### config.mk
export PLATFORM = sky130hd
export DESIGN_NAME = instruction_fetch_flat
export DESIGN_NICKNAME = d
export VERILOG_FILES = /design/src/rtl/fetch_pkg.sv /design/src/rtl/instruction_fetch_if.sv /design/src/rtl/pc_counter.sv /design/src/rtl/instruction_fetch.sv /design/src/flat_wrapper.sv
export SDC_FILE = /design/constraint.sdc
export NUM_CORES = 1
export LEC_CHECK = 0
export ABC_CLOCK_PERIOD_IN_PS = 2100
export CORE_MARGIN = 1
export CORE_UTILIZATION = 40
export CTS_CLUSTER_SIZE = 28
export DETAILED_ROUTE_END_ITERATION = 16
export PLACE_DENSITY_LB_ADDON = 0.08
export SYNTH_ARGS = -nofsm -noshare
export SYNTH_HDL_FRONTEND = slang
export SYNTH_HIERARCHICAL = 1
export SYNTH_SLANG_ARGS = --single-unit
### constraint.sdc
create_clock -name clk -period 2.1 [get_ports clk]
set_input_delay 0.525 -clock clk [delete_from_list [all_inputs] [get_ports clk]]
set_output_delay 0.525 -clock clk [all_outputs]
set_load 0.01 [all_outputs]
### src/rtl/fetch_pkg.sv
// rtl/fetch_pkg.sv - shared state encoding and default widths for the fetch stage
package fetch_pkg;

  localparam int DEF_ADDR_W = 8;
  localparam int DEF_DATA_W = 16;

  typedef enum logic [1:0] {
    IDLE  = 2'd0,
    FETCH = 2'd1,
    HOLD  = 2'd2,
    FLUSH = 2'd3
  } fetch_state_e;

endpackage

### src/rtl/instruction_fetch_if.sv
// rtl/instruction_fetch_if.sv - program-memory handshake, redirect/stall and IR load bundle
interface instruction_fetch_if
  import fetch_pkg::*;
#(
  parameter int ADDR_W = DEF_ADDR_W,
  parameter int DATA_W = DEF_DATA_W
);

  logic              mem_req;
  logic [ADDR_W-1:0] mem_addr;
  logic              mem_ack;
  logic [DATA_W-1:0] mem_rdata;
  logic              stall;
  logic              branch_taken;
  logic [ADDR_W-1:0] branch_target;
  logic [DATA_W-1:0] ir_ins;
  logic              ir_load;
  logic [ADDR_W-1:0] fetch_pc;

  modport master (
    output mem_req, mem_addr, ir_ins, ir_load, fetch_pc,
    input  mem_ack, mem_rdata, stall, branch_taken, branch_target
  );

  modport slave (
    input  mem_req, mem_addr, ir_ins, ir_load, fetch_pc,
    output mem_ack, mem_rdata, stall, branch_taken, branch_target
  );

endinterface

### src/rtl/pc_counter.sv
// rtl/pc_counter.sv - program counter with redirect load (priority) and wrapping increment
module pc_counter #(
  parameter int                ADDR_W   = 8,
  parameter logic [ADDR_W-1:0] RESET_PC = '0
) (
  input  logic              clk,
  input  logic              rst_n,
  input  logic              load,
  input  logic [ADDR_W-1:0] target,
  input  logic              inc,
  output logic [ADDR_W-1:0] pc
);

  always_ff @(posedge clk or negedge rst_n) begin
    if (!rst_n) begin
      pc <= RESET_PC;
    end else if (load) begin
      pc <= target;
    end else if (inc) begin
      pc <= pc + 1'b1;
    end
  end

endmodule

### src/rtl/instruction_fetch.sv
// rtl/instruction_fetch.sv - fetch stage: PC, memory request FSM, one-word hold buffer, IR feed
module instruction_fetch
  import fetch_pkg::*;
#(
  parameter int                ADDR_W   = DEF_ADDR_W,
  parameter int                DATA_W   = DEF_DATA_W,
  parameter logic [ADDR_W-1:0] RESET_PC = '0
) (
  input logic                 clk,
  input logic                 rst_n,
  instruction_fetch_if.master bus
);

  fetch_state_e      state, state_d;
  logic [ADDR_W-1:0] pc, pc_target, redirect, redirect_d, hold_pc, fetch_pc_q;
  logic              pc_load, pc_inc, buf_we, ir_we, ir_from_buf, ir_load_q;
  logic [DATA_W-1:0] hold_buf, ir_ins_q;

  pc_counter #(
    .ADDR_W   (ADDR_W),
    .RESET_PC (RESET_PC)
  ) u_pc (
    .clk    (clk),
    .rst_n  (rst_n),
    .load   (pc_load),
    .target (pc_target),
    .inc    (pc_inc),
    .pc     (pc)
  );

  assign bus.mem_req  = (state == FETCH) || (state == FLUSH);
  assign bus.mem_addr = pc;
  assign bus.ir_ins   = ir_ins_q;
  assign bus.ir_load  = ir_load_q;
  assign bus.fetch_pc = fetch_pc_q;

  always_comb begin
    state_d     = state;
    pc_load     = 1'b0;
    pc_target   = bus.branch_target;
    pc_inc      = 1'b0;
    redirect_d  = redirect;
    buf_we      = 1'b0;
    ir_we       = 1'b0;
    ir_from_buf = 1'b0;
    case (state)
      IDLE: state_d = FETCH;
      FETCH: begin
        if (bus.branch_taken) begin
          // Without an ack the request must stay stable, so park the target.
          if (bus.mem_ack) begin
            pc_load = 1'b1;
          end else begin
            redirect_d = bus.branch_target;
            state_d    = FLUSH;
          end
        end else if (bus.mem_ack) begin
          pc_inc = 1'b1;
          if (bus.stall) begin
            buf_we  = 1'b1;
            state_d = HOLD;
          end else begin
            ir_we = 1'b1;
          end
        end
      end
      HOLD: begin
        if (bus.branch_taken) begin
          pc_load = 1'b1;
          state_d = FETCH;
        end else if (!bus.stall) begin
          ir_we       = 1'b1;
          ir_from_buf = 1'b1;
          state_d     = FETCH;
        end
      end
      FLUSH: begin
        if (bus.branch_taken) redirect_d = bus.branch_target;
        if (bus.mem_ack) begin
          pc_load   = 1'b1;
          pc_target = bus.branch_taken ? bus.branch_target : redirect;
          state_d   = FETCH;
        end
      end
      default: state_d = IDLE;
    endcase
  end

  always_ff @(posedge clk or negedge rst_n) begin
    if (!rst_n) begin
      state      <= IDLE;
      redirect   <= '0;
      hold_buf   <= '0;
      hold_pc    <= '0;
      ir_ins_q   <= '0;
      ir_load_q  <= 1'b0;
      fetch_pc_q <= '0;
    end else begin
      state     <= state_d;
      redirect  <= redirect_d;
      ir_load_q <= ir_we;
      if (buf_we) begin
        hold_buf <= bus.mem_rdata;
        hold_pc  <= pc;
      end
      if (ir_we) begin
        ir_ins_q   <= ir_from_buf ? hold_buf : bus.mem_rdata;
        fetch_pc_q <= ir_from_buf ? hold_pc : pc;
      end
    end
  end

endmodule

### src/flat_wrapper.sv
// flat-port wrapper written by rule: the top's interface ports become plain ports
module instruction_fetch_flat import fetch_pkg::*;
#(
  parameter int                ADDR_W   = DEF_ADDR_W,
  parameter int                DATA_W   = DEF_DATA_W,
  parameter logic [ADDR_W-1:0] RESET_PC = '0
)
  (clk, rst_n, bus_mem_req, bus_mem_addr, bus_ir_ins, bus_ir_load, bus_fetch_pc, bus_mem_ack, bus_mem_rdata, bus_stall, bus_branch_taken, bus_branch_target);
  instruction_fetch_if #(.ADDR_W(ADDR_W), .DATA_W(DATA_W)) bus_i ();
  input logic clk;
  input logic rst_n;
  output wire logic [$bits(bus_i.mem_req)-1:0] bus_mem_req;
  output wire logic [$bits(bus_i.mem_addr)-1:0] bus_mem_addr;
  output wire logic [$bits(bus_i.ir_ins)-1:0] bus_ir_ins;
  output wire logic [$bits(bus_i.ir_load)-1:0] bus_ir_load;
  output wire logic [$bits(bus_i.fetch_pc)-1:0] bus_fetch_pc;
  input wire logic [$bits(bus_i.mem_ack)-1:0] bus_mem_ack;
  input wire logic [$bits(bus_i.mem_rdata)-1:0] bus_mem_rdata;
  input wire logic [$bits(bus_i.stall)-1:0] bus_stall;
  input wire logic [$bits(bus_i.branch_taken)-1:0] bus_branch_taken;
  input wire logic [$bits(bus_i.branch_target)-1:0] bus_branch_target;
  assign bus_mem_req = bus_i.mem_req;
  assign bus_mem_addr = bus_i.mem_addr;
  assign bus_ir_ins = bus_i.ir_ins;
  assign bus_ir_load = bus_i.ir_load;
  assign bus_fetch_pc = bus_i.fetch_pc;
  assign bus_i.mem_ack = bus_mem_ack;
  assign bus_i.mem_rdata = bus_mem_rdata;
  assign bus_i.stall = bus_stall;
  assign bus_i.branch_taken = bus_branch_taken;
  assign bus_i.branch_target = bus_branch_target;
  instruction_fetch #(.ADDR_W(ADDR_W), .DATA_W(DATA_W), .RESET_PC(RESET_PC)) u_core (.clk(clk), .rst_n(rst_n), .bus(bus_i));
endmodule
==> key figures <==
Clock network
  – Clk slew on worst S/H paths: 0.07 ns
  – CTS H-tree depth: 3
  – Clock Tree Buf Depth: 2
  – Worst-Skew Late Latency: 0.33 ns
  – Root Driver: clkbuf_8
  – Clock sinks: 67
  – Cts bufs inserted: 9
  – TritonCTS clock tree: yes

Final layout
  – Storage element area: 1680 um2
  – Fin nets: 383
  – # diodes: 0
  – Multi-input gate area: 1480 um2
  – Post-route cell area: 4300 um2
  – Most common cell after layout, fill and taps aside: dfrtp_1
  – Util after Layout: 54.8%
  – Layout cells sized above 1: 24.9%
  – Area growth syn-to-layout: 30.3%
  – Fill cell count: 732
  – Most frequent cells in the layout: dfrtp_1 (66), clkdlybuf4s50_1 (60), nand2_1 (39)

Route
  – First-pass DRT Iterations: 6
  – Initial DRC count: 34
  – WL per Instance: 14.0 um
  – Vias/cell: 4.91
  – Routed WL: 6360 um
  – DRC: 0
  – Post-route antenna net violation count: 0
  – Vias: 2,236

Placed design
  – Post-DP Area: 4100 um2
  – Placed wire-length estimate: 4200 um
  – GP Congestion: 0.830
  – Pre-CTS worst setup slack: -0.113 ns
  – I/O Buffers: 62

Synth
  – Primary FF master, synth: dfrtp_1
  – Synthesized flop and latch total: 67
  – Register area share after synthesis: 50.9%
  – Syn avg cell area: 12.2 um2
  – Unique masters post-synth: 38
  – Cell Area, Synth: 3300 um2
  – Ys Warns: 6
  – Synth async-reset ratio: 100%
  – Synth Net Count: 305
  – Synthesized instance count: 270
  – Post-synth EDFFs: 0

Pwr
  – Clk pwr share: 18.3%
  – Sw frac: 32.1%
  – Combinational share of power: 40.2%
  – Sequential share of power: 41.5%
  – Int Pwr: 3.79 mW
  – Leakage power: 1.90 nW
  – Overall power: 5.59 mW
  – Max rail drop VDD: 0.492 mV
  – Net switching power: 1.79 mW
  – Power density cells: 1300 nW/um2

Floorplan
  – DIE AREA: 8610 um2
  – Number of top-level pins: 63
  – Initial core utilization: 42.0%
  – Die Ht: 92.8 um
  – Die span in x: 92.8 um
  – Core area: 7850 um2
  – Site Rows: 32

GRT
  – Initial antenna violation count: 0
  – Global-route usage over all layers: 16.3%
  – Largest net degree at the start of global routing: 68
  – Global-route wire length before repair: 10,800 um
  – Vias in the first global route: 2,209
  – Congestion Overflow GR: 0

Critical path
  – Crit path capture: bus_mem_addr[2]
  – Startpoint types: register
  – Reg2Reg Setup Slack: 0.15 ns
  – Worst R2R Path Depth: 7
  – R2R Path Start: u_core/state[1]$_DFFE_PN0P_
  – Buf+Inv Stages, Crit Path: 1
  – Peak fanout along the critical path: 7
  – Critical path depth: 1
  – Kind of critical path: reg -> out
  – CP top delay family: buffers and inverters
  – Crit-path cells: clkdlybuf4s50_1
  – Required time of the worst setup path: 1.57 ns
  – Crit path arrival time: 1.46 ns
  – Crit. End Element: primary output
  – Worst setup path start: u_core/u_pc/pc[2]$_DFFE_PN0P_
  – Reg-to-Reg End: u_core/u_pc/pc[7]$_DFFE_PN0P_
  – CP max stage cell: clkdlybuf4s50_1
  – Largest stage delay, worst path: 0.60 ns

Timing
  – Max Transition Viols Final: 0
  – Max transition margin: 69.1%
  – Final setup skew: 0.00836 ns
  – Crit share post-route: 94.5%
  – Worst slew pin tran: 0.462 ns
  – Final WS setup: 0.115 ns
  – Fmax: 0.504 GHz
  – Hold Fails Final Rpt: 0
  – Setup tns final: 0 ns
  – Final Critical Period: 1.98 ns
  – RSZ-0062 raised after global routing: false
  – # setup viols final: 0

Outcome
  – Status: finished, final reports clean

Hold path
  – Worst hold-check path type: in -> async

Job
  – Max_cap viols: 0
cell families after synthesis:
| family | Yosys count | share of synthesized area (%) |
|---|---|---|
| compound gates | 40 | 6.72 |
| xor+xnor | 4 | 1.06 |
| fa+ha+maj | 6 | 2.28 |
| buf+inv | 18 | 4.40 |
| flops | 67 | 50.9 |
| mux | 66 | 23.8 |
| simple gates | 69 | 10.9 |
layout make-up:
type,count,area share [%]
Inverter,3,0.262
Sequential cell,67,39.1
Multi-Input combinational cell,185,34.5
Clock buffer,11,3.06
Tap cell,102,2.97
Timing Repair Buffer,82,18.9
Clock inverter,5,1.25
state kept, by name, indices dropped and copies added, names as in the netlist:
register	count
u_core/bus.ir_ins	16
u_core/hold_pc	8
u_core/bus.fetch_pc	8
u_core/bus.ir_load	1
u_core/u_pc/pc	8
u_core/redirect	8
u_core/hold_buf	16
u_core/state	2
per-layer routing:
metal	up-vias	share of wire [%]	GRT usage [%]	wire length, um
met1	1086	50	22.9	3200
met2	47	44	23.7	2830
met3	8	3.7	3.37	234
met5	-	0	0	0
met4	0	1.5	8.33	96
li1	1095	-	-	-
power by group through the flow:
stage	clock network, mW	registers, mW	logic, mW
after floorplan	0	2.38	1.17
after global placement	0	2.33	2.21
after detailed placement	0	2.35	2.24
after CTS	1.06	2.33	2.28
after global routing	1.13	2.41	2.47
final	1.02	2.32	2.24
synthesized netlist by cell type, types with 3 or more instances:
master | number | area (um2)
buf_2 | 3 | 15.0
clkbuf_1 | 5 | 18.8
dfrtp_1 | 67 | 1680
ha_1 | 6 | 75.1
inv_1 | 3 | 11.3
mux2_2 | 20 | 225
mux2_4 | 20 | 300
mux2i_1 | 26 | 260
nand2_1 | 39 | 146
nand3_1 | 6 | 30.0
nor2b_1 | 3 | 18.8
o21ai_0 | 25 | 125
o21ai_1 | 9 | 45.0
or4_1 | 3 | 22.5
xor2_1 | 3 | 26.3
how the worst min path moves through the flow:
stage | start | slack, ns | end | depth (start not counted)
2_1_floorplan | rst_n | 0.23 | u_core/bus.fetch_pc[0]$_DFFE_PN0P_ | 0
3_3_place_gp | u_core/bus.ir_ins[3]$_DFFE_PN0P_ | 0.46 | u_core/bus.ir_ins[3]$_DFFE_PN0P_ | 2
3_5_place_dp | u_core/bus.ir_ins[1]$_DFFE_PN0P_ | 0.47 | u_core/bus.ir_ins[1]$_DFFE_PN0P_ | 2
4_1_cts | rst_n | 0.21 | u_core/bus.ir_load$_DFF_PN0_ | 2
5_1_grt | rst_n | 0.23 | u_core/bus.ir_load$_DFF_PN0_ | 2
6_report | rst_n | 0.20 | u_core/bus.ir_load$_DFF_PN0_ | 2
per-stage QoR:
step                hold slack, ns  std cells
finish                       0.195        455
detailed placement           0.470        437
CTS                          0.205        455
floorplan                    0.229        270
global placement             0.459        437
global route                 0.226        455
what timing repair did:
action | in CTS | in global routing
buffers inserted | 2 | 0
hold buffers | 0 | 0
resized for setup | 4 | 2
endpoints found under the setup margin | 1 | 3
No activity file was read; power rests on OpenSTA's default activity.
